==> config.mk <==
export PLATFORM = sky130hd
export DESIGN_NAME = motion_zone_bbox_flat
export DESIGN_NICKNAME = d
export VERILOG_FILES = /design/src/rtl/motion_zone_bbox_if.sv /design/src/rtl/motion_zone_bbox.sv /design/src/flat_wrapper.sv
export SDC_FILE = /design/constraint.sdc
export NUM_CORES = 1
export LEC_CHECK = 0
export ABC_AREA = 1
export BUFFER_PORTS_ARGS = -buffer_cell sky130_fd_sc_hd__buf_2
export CAP_MARGIN = 20
export CORE_MARGIN = 3
export CORE_UTILIZATION = 63
export DETAILED_ROUTE_END_ITERATION = 8
export GPL_TIMING_DRIVEN = 0
export HOLD_SLACK_MARGIN = 0.08
export PLACE_DENSITY = 0.93
export SYNTH_ARGS = -nofsm -noshare
export SYNTH_HDL_FRONTEND = slang
export SYNTH_SLANG_ARGS = --single-unit
export TNS_END_PERCENT = 10
==> constraint.sdc <==
create_clock -name clk -period 13.2 [get_ports clk]
set_clock_uncertainty 0.2 [all_clocks]
set_input_delay 2.64 -clock clk [delete_from_list [all_inputs] [get_ports clk]]
set_output_delay 2.64 -clock clk [all_outputs]
set_load 0.01 [all_outputs]
==> src/rtl/motion_zone_bbox_if.sv <==
// Pixel-stream inputs and per-frame result outputs of the motion bounding-box extractor.
interface motion_zone_bbox_if #(
    parameter int N_ZONES = 4,
    parameter int XW      = 10,
    parameter int YW      = 10,
    parameter int CW      = 16
);
    logic                    per_frame_vsync;
    logic                    per_frame_href;
    logic                    per_frame_clken;
    logic                    per_img_bit;
    logic                    frame_done;
    logic [N_ZONES-1:0]      zone_valid;
    logic [N_ZONES*XW-1:0]   zone_xmin;
    logic [N_ZONES*XW-1:0]   zone_xmax;
    logic [N_ZONES*YW-1:0]   zone_ymin;
    logic [N_ZONES*YW-1:0]   zone_ymax;
    logic [N_ZONES*CW-1:0]   zone_count;
    logic                    all_valid;
    logic [XW-1:0]           all_xmin;
    logic [XW-1:0]           all_xmax;
    logic [YW-1:0]           all_ymin;
    logic [YW-1:0]           all_ymax;

    modport slave (
        input  per_frame_vsync, per_frame_href, per_frame_clken, per_img_bit,
        output frame_done, zone_valid, zone_xmin, zone_xmax, zone_ymin, zone_ymax,
               zone_count, all_valid, all_xmin, all_xmax, all_ymin, all_ymax
    );

    modport master (
        output per_frame_vsync, per_frame_href, per_frame_clken, per_img_bit,
        input  frame_done, zone_valid, zone_xmin, zone_xmax, zone_ymin, zone_ymax,
               zone_count, all_valid, all_xmin, all_xmax, all_ymin, all_ymax
    );
endinterface

==> src/rtl/motion_zone_bbox.sv <==
// Multi-zone bounding-box extractor for a binary motion mask. Each frame is split
// into N_ZONES column zones; per zone the min/max X/Y and set-pixel count are
// accumulated, and a union box over the valid zones is latched once per frame.
module motion_zone_bbox #(
    parameter int IMG_HDISP  = 640,
    parameter int IMG_VDISP  = 480,
    parameter int N_ZONES    = 4,
    parameter int XW         = 10,
    parameter int YW         = 10,
    parameter int CW         = 16,
    parameter int MIN_PIXELS = 16
) (
    input  logic clk,
    input  logic rst_n,
    motion_zone_bbox_if.slave bus
);
    localparam int ZONE_W = IMG_HDISP / N_ZONES;
    localparam int ZCW    = (ZONE_W > 1) ? $clog2(ZONE_W) : 1;
    localparam int ZIW    = (N_ZONES > 1) ? $clog2(N_ZONES) : 1;
    localparam logic [XW:0]     H_LIM   = (XW+1)'(IMG_HDISP);
    localparam logic [YW:0]     V_LIM   = (YW+1)'(IMG_VDISP);
    localparam logic [ZCW-1:0]  ZW_M1   = ZCW'(ZONE_W - 1);
    localparam logic [ZIW-1:0]  Z_LAST  = ZIW'(N_ZONES - 1);
    localparam logic [CW-1:0]   CNT_MAX = {CW{1'b1}};
    localparam logic [31:0]     MIN_L   = 32'(MIN_PIXELS);

    logic              vsync_q, vsync_d, href_q, href_d, armed_q, armed_d, done_q, done_d;
    logic [XW:0]       x_q, x_d;
    logic [YW:0]       y_q, y_d;
    logic [ZCW-1:0]    zc_q, zc_d;
    logic [ZIW-1:0]    zi_q, zi_d;
    // running accumulators
    logic [CW-1:0]     cnt_q [N_ZONES], cnt_d [N_ZONES];
    logic [XW-1:0]     axmin_q [N_ZONES], axmin_d [N_ZONES], axmax_q [N_ZONES], axmax_d [N_ZONES];
    logic [YW-1:0]     aymin_q [N_ZONES], aymin_d [N_ZONES], aymax_q [N_ZONES], aymax_d [N_ZONES];
    // latched results
    logic [N_ZONES-1:0] vld_q, vld_d;
    logic [CW-1:0]     ocnt_q [N_ZONES], ocnt_d [N_ZONES];
    logic [XW-1:0]     oxmin_q [N_ZONES], oxmin_d [N_ZONES], oxmax_q [N_ZONES], oxmax_d [N_ZONES];
    logic [YW-1:0]     oymin_q [N_ZONES], oymin_d [N_ZONES], oymax_q [N_ZONES], oymax_d [N_ZONES];
    logic              uvld_q, uvld_d;
    logic [XW-1:0]     uxmin_q, uxmin_d, uxmax_q, uxmax_d;
    logic [YW-1:0]     uymin_q, uymin_d, uymax_q, uymax_d;

    logic [N_ZONES-1:0] zv;
    logic              u_any;
    logic [XW-1:0]     u_xmin, u_xmax;
    logic [YW-1:0]     u_ymin, u_ymax;
    logic              vs_rise, href_fall, step, accept;

    // Zone validity and union box over valid zones, straight from the accumulators.
    always_comb begin
        zv     = '0;
        u_any  = 1'b0;
        u_xmin = '0;
        u_xmax = '0;
        u_ymin = '0;
        u_ymax = '0;
        for (int k = 0; k < N_ZONES; k++) begin
            zv[k] = ({{(32-CW){1'b0}}, cnt_q[k]} >= MIN_L);
            if (zv[k]) begin
                if (!u_any) begin
                    u_xmin = axmin_q[k];
                    u_xmax = axmax_q[k];
                    u_ymin = aymin_q[k];
                    u_ymax = aymax_q[k];
                end else begin
                    if (axmin_q[k] < u_xmin) u_xmin = axmin_q[k];
                    if (axmax_q[k] > u_xmax) u_xmax = axmax_q[k];
                    if (aymin_q[k] < u_ymin) u_ymin = aymin_q[k];
                    if (aymax_q[k] > u_ymax) u_ymax = aymax_q[k];
                end
                u_any = 1'b1;
            end
        end
    end

    // Position counters, per-zone accumulation and frame-boundary latch.
    always_comb begin
        vsync_d = bus.per_frame_vsync;
        href_d  = bus.per_frame_href;
        armed_d = armed_q;
        done_d  = 1'b0;
        x_d     = x_q;
        y_d     = y_q;
        zc_d    = zc_q;
        zi_d    = zi_q;
        cnt_d   = cnt_q;
        axmin_d = axmin_q;
        axmax_d = axmax_q;
        aymin_d = aymin_q;
        aymax_d = aymax_q;
        vld_d   = vld_q;
        ocnt_d  = ocnt_q;
        oxmin_d = oxmin_q;
        oxmax_d = oxmax_q;
        oymin_d = oymin_q;
        oymax_d = oymax_q;
        uvld_d  = uvld_q;
        uxmin_d = uxmin_q;
        uxmax_d = uxmax_q;
        uymin_d = uymin_q;
        uymax_d = uymax_q;

        vs_rise   = bus.per_frame_vsync & ~vsync_q;
        href_fall = href_q & ~bus.per_frame_href;
        step      = bus.per_frame_href & bus.per_frame_clken & (x_q < H_LIM);
        accept    = step & ~bus.per_frame_vsync & (y_q < V_LIM);

        // x and zone tracking restart at every line end and throughout vsync
        if (href_fall || bus.per_frame_vsync) begin
            x_d  = '0;
            zc_d = '0;
            zi_d = '0;
        end else if (step) begin
            x_d = x_q + 1'b1;
            if (zc_q == ZW_M1) begin
                zc_d = '0;
                if (zi_q != Z_LAST) zi_d = zi_q + 1'b1;
            end else begin
                zc_d = zc_q + 1'b1;
            end
        end

        if (bus.per_frame_vsync) y_d = '0;
        else if (href_fall && (y_q < V_LIM)) y_d = y_q + 1'b1;

        for (int k = 0; k < N_ZONES; k++) begin
            if (accept && bus.per_img_bit && (zi_q == ZIW'(k))) begin
                if (cnt_q[k] == '0) begin
                    axmin_d[k] = x_q[XW-1:0];
                    axmax_d[k] = x_q[XW-1:0];
                    aymin_d[k] = y_q[YW-1:0];
                    aymax_d[k] = y_q[YW-1:0];
                end else begin
                    if (x_q[XW-1:0] < axmin_q[k]) axmin_d[k] = x_q[XW-1:0];
                    if (x_q[XW-1:0] > axmax_q[k]) axmax_d[k] = x_q[XW-1:0];
                    if (y_q[YW-1:0] < aymin_q[k]) aymin_d[k] = y_q[YW-1:0];
                    if (y_q[YW-1:0] > aymax_q[k]) aymax_d[k] = y_q[YW-1:0];
                end
                if (cnt_q[k] != CNT_MAX) cnt_d[k] = cnt_q[k] + 1'b1;
            end
        end

        // the first boundary after reset only arms, discarding the partial frame
        if (vs_rise) begin
            if (armed_q) begin
                done_d = 1'b1;
                vld_d  = zv;
                for (int k = 0; k < N_ZONES; k++) begin
                    ocnt_d[k]  = cnt_q[k];
                    oxmin_d[k] = zv[k] ? axmin_q[k] : '0;
                    oxmax_d[k] = zv[k] ? axmax_q[k] : '0;
                    oymin_d[k] = zv[k] ? aymin_q[k] : '0;
                    oymax_d[k] = zv[k] ? aymax_q[k] : '0;
                end
                uvld_d  = u_any;
                uxmin_d = u_xmin;
                uxmax_d = u_xmax;
                uymin_d = u_ymin;
                uymax_d = u_ymax;
            end
            armed_d = 1'b1;
            for (int k = 0; k < N_ZONES; k++) begin
                cnt_d[k]   = '0;
                axmin_d[k] = '0;
                axmax_d[k] = '0;
                aymin_d[k] = '0;
                aymax_d[k] = '0;
            end
        end
    end

    // State registers; reset clears everything and disarms.
    always_ff @(posedge clk or negedge rst_n) begin
        if (!rst_n) begin
            vsync_q <= 1'b0;
            href_q  <= 1'b0;
            armed_q <= 1'b0;
            done_q  <= 1'b0;
            x_q     <= '0;
            y_q     <= '0;
            zc_q    <= '0;
            zi_q    <= '0;
            vld_q   <= '0;
            uvld_q  <= 1'b0;
            uxmin_q <= '0;
            uxmax_q <= '0;
            uymin_q <= '0;
            uymax_q <= '0;
            for (int k = 0; k < N_ZONES; k++) begin
                cnt_q[k]   <= '0;
                axmin_q[k] <= '0;
                axmax_q[k] <= '0;
                aymin_q[k] <= '0;
                aymax_q[k] <= '0;
                ocnt_q[k]  <= '0;
                oxmin_q[k] <= '0;
                oxmax_q[k] <= '0;
                oymin_q[k] <= '0;
                oymax_q[k] <= '0;
            end
        end else begin
            vsync_q <= vsync_d;
            href_q  <= href_d;
            armed_q <= armed_d;
            done_q  <= done_d;
            x_q     <= x_d;
            y_q     <= y_d;
            zc_q    <= zc_d;
            zi_q    <= zi_d;
            cnt_q   <= cnt_d;
            axmin_q <= axmin_d;
            axmax_q <= axmax_d;
            aymin_q <= aymin_d;
            aymax_q <= aymax_d;
            vld_q   <= vld_d;
            ocnt_q  <= ocnt_d;
            oxmin_q <= oxmin_d;
            oxmax_q <= oxmax_d;
            oymin_q <= oymin_d;
            oymax_q <= oymax_d;
            uvld_q  <= uvld_d;
            uxmin_q <= uxmin_d;
            uxmax_q <= uxmax_d;
            uymin_q <= uymin_d;
            uymax_q <= uymax_d;
        end
    end

    assign bus.frame_done = done_q;
    assign bus.zone_valid = vld_q;
    assign bus.all_valid  = uvld_q;
    assign bus.all_xmin   = uxmin_q;
    assign bus.all_xmax   = uxmax_q;
    assign bus.all_ymin   = uymin_q;
    assign bus.all_ymax   = uymax_q;

    for (genvar k = 0; k < N_ZONES; k++) begin : g_out
        assign bus.zone_xmin[k*XW +: XW]  = oxmin_q[k];
        assign bus.zone_xmax[k*XW +: XW]  = oxmax_q[k];
        assign bus.zone_ymin[k*YW +: YW]  = oymin_q[k];
        assign bus.zone_ymax[k*YW +: YW]  = oymax_q[k];
        assign bus.zone_count[k*CW +: CW] = ocnt_q[k];
    end
endmodule

==> src/flat_wrapper.sv <==
// flat-port wrapper written by rule: the top's interface ports become plain ports
module motion_zone_bbox_flat 
#(
    parameter int IMG_HDISP  = 640,
    parameter int IMG_VDISP  = 480,
    parameter int N_ZONES    = 4,
    parameter int XW         = 10,
    parameter int YW         = 10,
    parameter int CW         = 16,
    parameter int MIN_PIXELS = 16
)
  (clk, rst_n, bus_per_frame_vsync, bus_per_frame_href, bus_per_frame_clken, bus_per_img_bit, bus_frame_done, bus_zone_valid, bus_zone_xmin, bus_zone_xmax, bus_zone_ymin, bus_zone_ymax, bus_zone_count, bus_all_valid, bus_all_xmin, bus_all_xmax, bus_all_ymin, bus_all_ymax);
  motion_zone_bbox_if #(.N_ZONES(N_ZONES), .XW(XW), .YW(YW), .CW(CW)) bus_i ();
  input  logic clk;
  input  logic rst_n;
  input wire logic [$bits(bus_i.per_frame_vsync)-1:0] bus_per_frame_vsync;
  input wire logic [$bits(bus_i.per_frame_href)-1:0] bus_per_frame_href;
  input wire logic [$bits(bus_i.per_frame_clken)-1:0] bus_per_frame_clken;
  input wire logic [$bits(bus_i.per_img_bit)-1:0] bus_per_img_bit;
  output wire logic [$bits(bus_i.frame_done)-1:0] bus_frame_done;
  output wire logic [$bits(bus_i.zone_valid)-1:0] bus_zone_valid;
  output wire logic [$bits(bus_i.zone_xmin)-1:0] bus_zone_xmin;
  output wire logic [$bits(bus_i.zone_xmax)-1:0] bus_zone_xmax;
  output wire logic [$bits(bus_i.zone_ymin)-1:0] bus_zone_ymin;
  output wire logic [$bits(bus_i.zone_ymax)-1:0] bus_zone_ymax;
  output wire logic [$bits(bus_i.zone_count)-1:0] bus_zone_count;
  output wire logic [$bits(bus_i.all_valid)-1:0] bus_all_valid;
  output wire logic [$bits(bus_i.all_xmin)-1:0] bus_all_xmin;
  output wire logic [$bits(bus_i.all_xmax)-1:0] bus_all_xmax;
  output wire logic [$bits(bus_i.all_ymin)-1:0] bus_all_ymin;
  output wire logic [$bits(bus_i.all_ymax)-1:0] bus_all_ymax;
  assign bus_i.per_frame_vsync = bus_per_frame_vsync;
  assign bus_i.per_frame_href = bus_per_frame_href;
  assign bus_i.per_frame_clken = bus_per_frame_clken;
  assign bus_i.per_img_bit = bus_per_img_bit;
  assign bus_frame_done = bus_i.frame_done;
  assign bus_zone_valid = bus_i.zone_valid;
  assign bus_zone_xmin = bus_i.zone_xmin;
  assign bus_zone_xmax = bus_i.zone_xmax;
  assign bus_zone_ymin = bus_i.zone_ymin;
  assign bus_zone_ymax = bus_i.zone_ymax;
  assign bus_zone_count = bus_i.zone_count;
  assign bus_all_valid = bus_i.all_valid;
  assign bus_all_xmin = bus_i.all_xmin;
  assign bus_all_xmax = bus_i.all_xmax;
  assign bus_all_ymin = bus_i.all_ymin;
  assign bus_all_ymax = bus_i.all_ymax;
  motion_zone_bbox #(.IMG_HDISP(IMG_HDISP), .IMG_VDISP(IMG_VDISP), .N_ZONES(N_ZONES), .XW(XW), .YW(YW), .CW(CW), .MIN_PIXELS(MIN_PIXELS)) u_core (.clk(clk), .rst_n(rst_n), .bus(bus_i));
endmodule
==> out/qor.tcl <==
set qor(grt_first_pass_wirelength_mm) 145
set qor(final.fill_count) 3067
set qor(required_ns) 13.51
set qor(timing.critical_path.arrival_ns) 8.13
set qor(sequential_to_total_area_share_from_yosys_stat_pct) 46.2
set qor(hold_violations) 0
set qor(max_slew.worst_pin.slew_ns) 1.04
set qor(syn-num-nets) 3750
set qor(asyncSetResetFlopFracSynth_pct) 100
set qor(drtIter0Drc) 3441
set qor(cpMostUsedCell) {sky130_fd_sc_hd__nand2_1}
set qor(critPathLaunchType) {flip-flop}
set qor(p_per_area_nw_per_um2) 113
set qor(grt_overflow_total) 0
set qor(netlist_area_um2) 28700
set qor(synth_enable_flop_cells) 0
set qor(worst_skew_pair.late_latency_ns) 0.62
set qor(max_clock_buf_depth) 3
set qor(number_of_nets_in_the_layout) 4086
set qor(area_of_the_core_region_um2) 44600
set qor(ys_warn_count) 0
set qor(critical_path_peak_fanout) 10
set qor(relSlewSlack_pct) 30.8
set qor(dieWidth_um) 219
set qor(slowest_delay_ns) 0.51
set qor(unrepaired_setup_endpoints_after_global_routing) {false}
set qor(gpl_congestion) 1.01
set qor(dpl-instance-area_um2) 30900
set qor(post_synth_inst_count) 3465
set qor(detailedRoute.firstPassIterationCount) 7
set qor(start_util_pct) 64.3
set qor(syn_avg_cell_area_um2) 8.28
set qor(critical_path_class) {reg2reg}
set qor(synth_cell_types) 54
set qor(hpwl_mm) 66.4
set qor(finalWirelength_mm) 93.8
set qor(vias_after_detailed_routing) 27400
set qor(cts_made_buffers) 54
set qor(final-max-slew-violation-count) 0
set qor(ys.flop_type) {sky130_fd_sc_hd__dfrtp_1}
set qor(ant_nets) 0
set qor(layout.cells.most_common_list) {894 x sky130_fd_sc_hd__nand2_1, 529 x sky130_fd_sc_hd__dfrtp_1, 502 x sky130_fd_sc_hd__o21ai_0}
set qor(floorplan.die.height_um) 219
set qor(layout_setup_ws_ns) 5.38
set qor(holdCritPathClass) {reg2reg}
set qor(cpMaxStageDelayCell) {sky130_fd_sc_hd__o21ai_0}
set qor(synth_seq_cells) 529
set qor(detailedPlace.worstSlack_ns) 5.79
set qor(finish.instance_area_um2) 32900
set qor(vdd_ir_drop_max_mv) 0.0916
set qor(cap_viol_max_count) 0
set qor(cts_num_sinks) 529
set qor(clk_pin_slew_worst_paths_ns) 0.06
set qor(die_area_um2) 48100
set qor(vias_per_cell) 6.18
set qor(drive_above_1_share_pct) 12.0
set qor(critical_path.endpoint_type) {flip-flop}
set qor(cts-resized-gates) 0
set qor(pin_count_of_the_biggest_net_entering_global_routing) 118
set qor(postCtsHoldBufs) 0
set qor(routed_wire_length_per_instance_um) 21.1
set qor(p_leak_nw) 16.8
set qor(areaGrowthSynthToFinish_pct) 14.7
set qor(first_global_vias) 27000
set qor(final.min_clock_period_ns) 7.82
set qor(cts_tree) {done}
set qor(grt_util_all_layers_pct) 38.8
set qor(numPortBuffers) 275
set qor(antenna_violations_before_repair) 4
set qor(timing.final.crit_share_pct) 59.3
set qor(max_clock_freq_mhz) 128
set qor(outcome) {finished clean}
set qor(drc) 0
set qor(layout.cells.most_common) {sky130_fd_sc_hd__nand2_1}
set qor(ioPinCount) 276
set qor(cts_max_level) 2
set qor(setup.reg_to_reg.worst_slack_ns) 5.38
set qor(post_cts.repair.setup_buffers) 0
set qor(clk_root_buffer_cell) {sky130_fd_sc_hd__clkbuf_16}
set qor(finalSetupViolations) 0
set qor(multi_input_area_um2) 13300
set qor(core_rows) 77
set qor(register_area_um2) 13200
layer usage:
metal	share of wire, %	vias to the layer above	track usage [%]	routed length, µm
met5	0	-	0	0
met4	9.0	0	29.6	8470
met3	12	512	8.94	10900
met2	44	1859	59.1	41300
met1	35	12900	48.2	33100
li1	-	12100	-	-
worst paths after layout:
check / endpoint / depth (start not counted) / start
min in group asynchronous: u_core.bus.zone_count[6]$_DFFE_PN0P_ / 1 / rst_n
max in group asynchronous: u_core.bus.all_xmin[3]$_DFFE_PN0P_ / 3 / rst_n
max reg2reg: u_core.bus.all_ymax[9]$_DFFE_PN0P_ / 48 / u_core.cnt_q[60]$_DFFE_PN0P_
max: u_core.bus.all_ymax[9]$_DFFE_PN0P_ / 48 / u_core.cnt_q[60]$_DFFE_PN0P_
min reg2reg: u_core.armed_q$_DFFE_PN0P_ / 2 / u_core.armed_q$_DFFE_PN0P_
min: u_core.armed_q$_DFFE_PN0P_ / 2 / u_core.armed_q$_DFFE_PN0P_
Yosys cell counts, drive strengths merged, types with 18 or more instances:
library cell | number | share of area [%]
a21oi | 165 | 2.9
and2 | 18 | 0.39
buf | 19 | 0.36
clkbuf | 94 | 1.2
dfrtp | 529 | 46
ha | 279 | 12
inv | 436 | 5.7
nand2 | 906 | 12
nand3 | 144 | 2.5
nand4 | 32 | 0.82
nor2 | 134 | 1.9
nor3 | 62 | 1.2
o21ai | 520 | 9.3
o21bai | 23 | 0.60
o22ai | 22 | 0.48
critical path: cells and delay by family (launching register included):
kind	cells	cell delay, ns
AOI/OAI and AO/OA	8	1.66
adders and majority gates	3	0.96
buffers and inverters	10	1.89
DFF	1	0.43
and+or+nand+nor	27	2.56
sequential cells by signal, indices dropped and copies added (netlist names), 2 cells and up:
name	flops
u_core.bus.zone_count	64
u_core.cnt_q	64
u_core.axmax_q	40
u_core.axmin_q	40
u_core.aymax_q	40
u_core.aymin_q	40
u_core.bus.zone_xmax	40
u_core.bus.zone_xmin	40
u_core.bus.zone_ymax	40
u_core.bus.zone_ymin	40
u_core.x_q	11
u_core.y_q	11
u_core.bus.all_xmax	10
u_core.bus.all_xmin	10
u_core.bus.all_ymax	10
u_core.bus.all_ymin	10
u_core.zc_q	8
u_core.bus.zone_valid	4
u_core.zi_q	2
report_power, final:
part / switching (mW) / internal [mW] / leakage, nW / total, mW
clock network: 0.670 / 1.00 / 0.971 / 1.68
registers: 0.0291 / 1.65 / 7.35 / 1.68
logic: 0.258 / 0.0958 / 8.53 / 0.353
layout make-up:
type / instances / area share, %
multi-input combinational: 2382 / 40.5
sequential: 529 / 40.2
inverter: 441 / 5.03
clock buffer: 77 / 5.02
timing repair buffer: 280 / 4.63
tap: 592 / 2.25
buffer: 113 / 1.39
clock inverter: 23 / 0.909
antenna: 3 / 0.0228
cells by family (layout without fill, tap and decap cells):
| logic type | after synthesis | count (layout) | synth area share (%) |
|---|---|---|---|
| DFF | 529 | 529 | 46.2 |
| and+or+nand+nor | 1321 | 1321 | 19.6 |
| buffers and inverters | 554 | 934 | 7.37 |
| adders and majority gates | 279 | 279 | 12.2 |
| AOI/OAI and AO/OA | 782 | 782 | 14.7 |
| other | 0 | 3 | 0 |
per-stage QoR:
stage / hold WS [ns] / util [%] / instances / total power, mW / setup TNS (ns)
5_1_grt: 0.290 / 73.8 / 4439 / 3.82 / 0
2_1_floorplan: 0.233 / - / 3465 / 1.90 / 0
3_5_place_dp: 0.262 / 69.4 / 4337 / 2.05 / 0
3_3_place_gp: 0.249 / 69.1 / 4332 / 2.03 / -637.33
4_1_cts: 0.277 / 73.8 / 4437 / 3.70 / 0
6_report: 0.274 / 73.8 / 4440 / 3.71 / 0
Note: power is estimated with default switching activity, not from simulation.
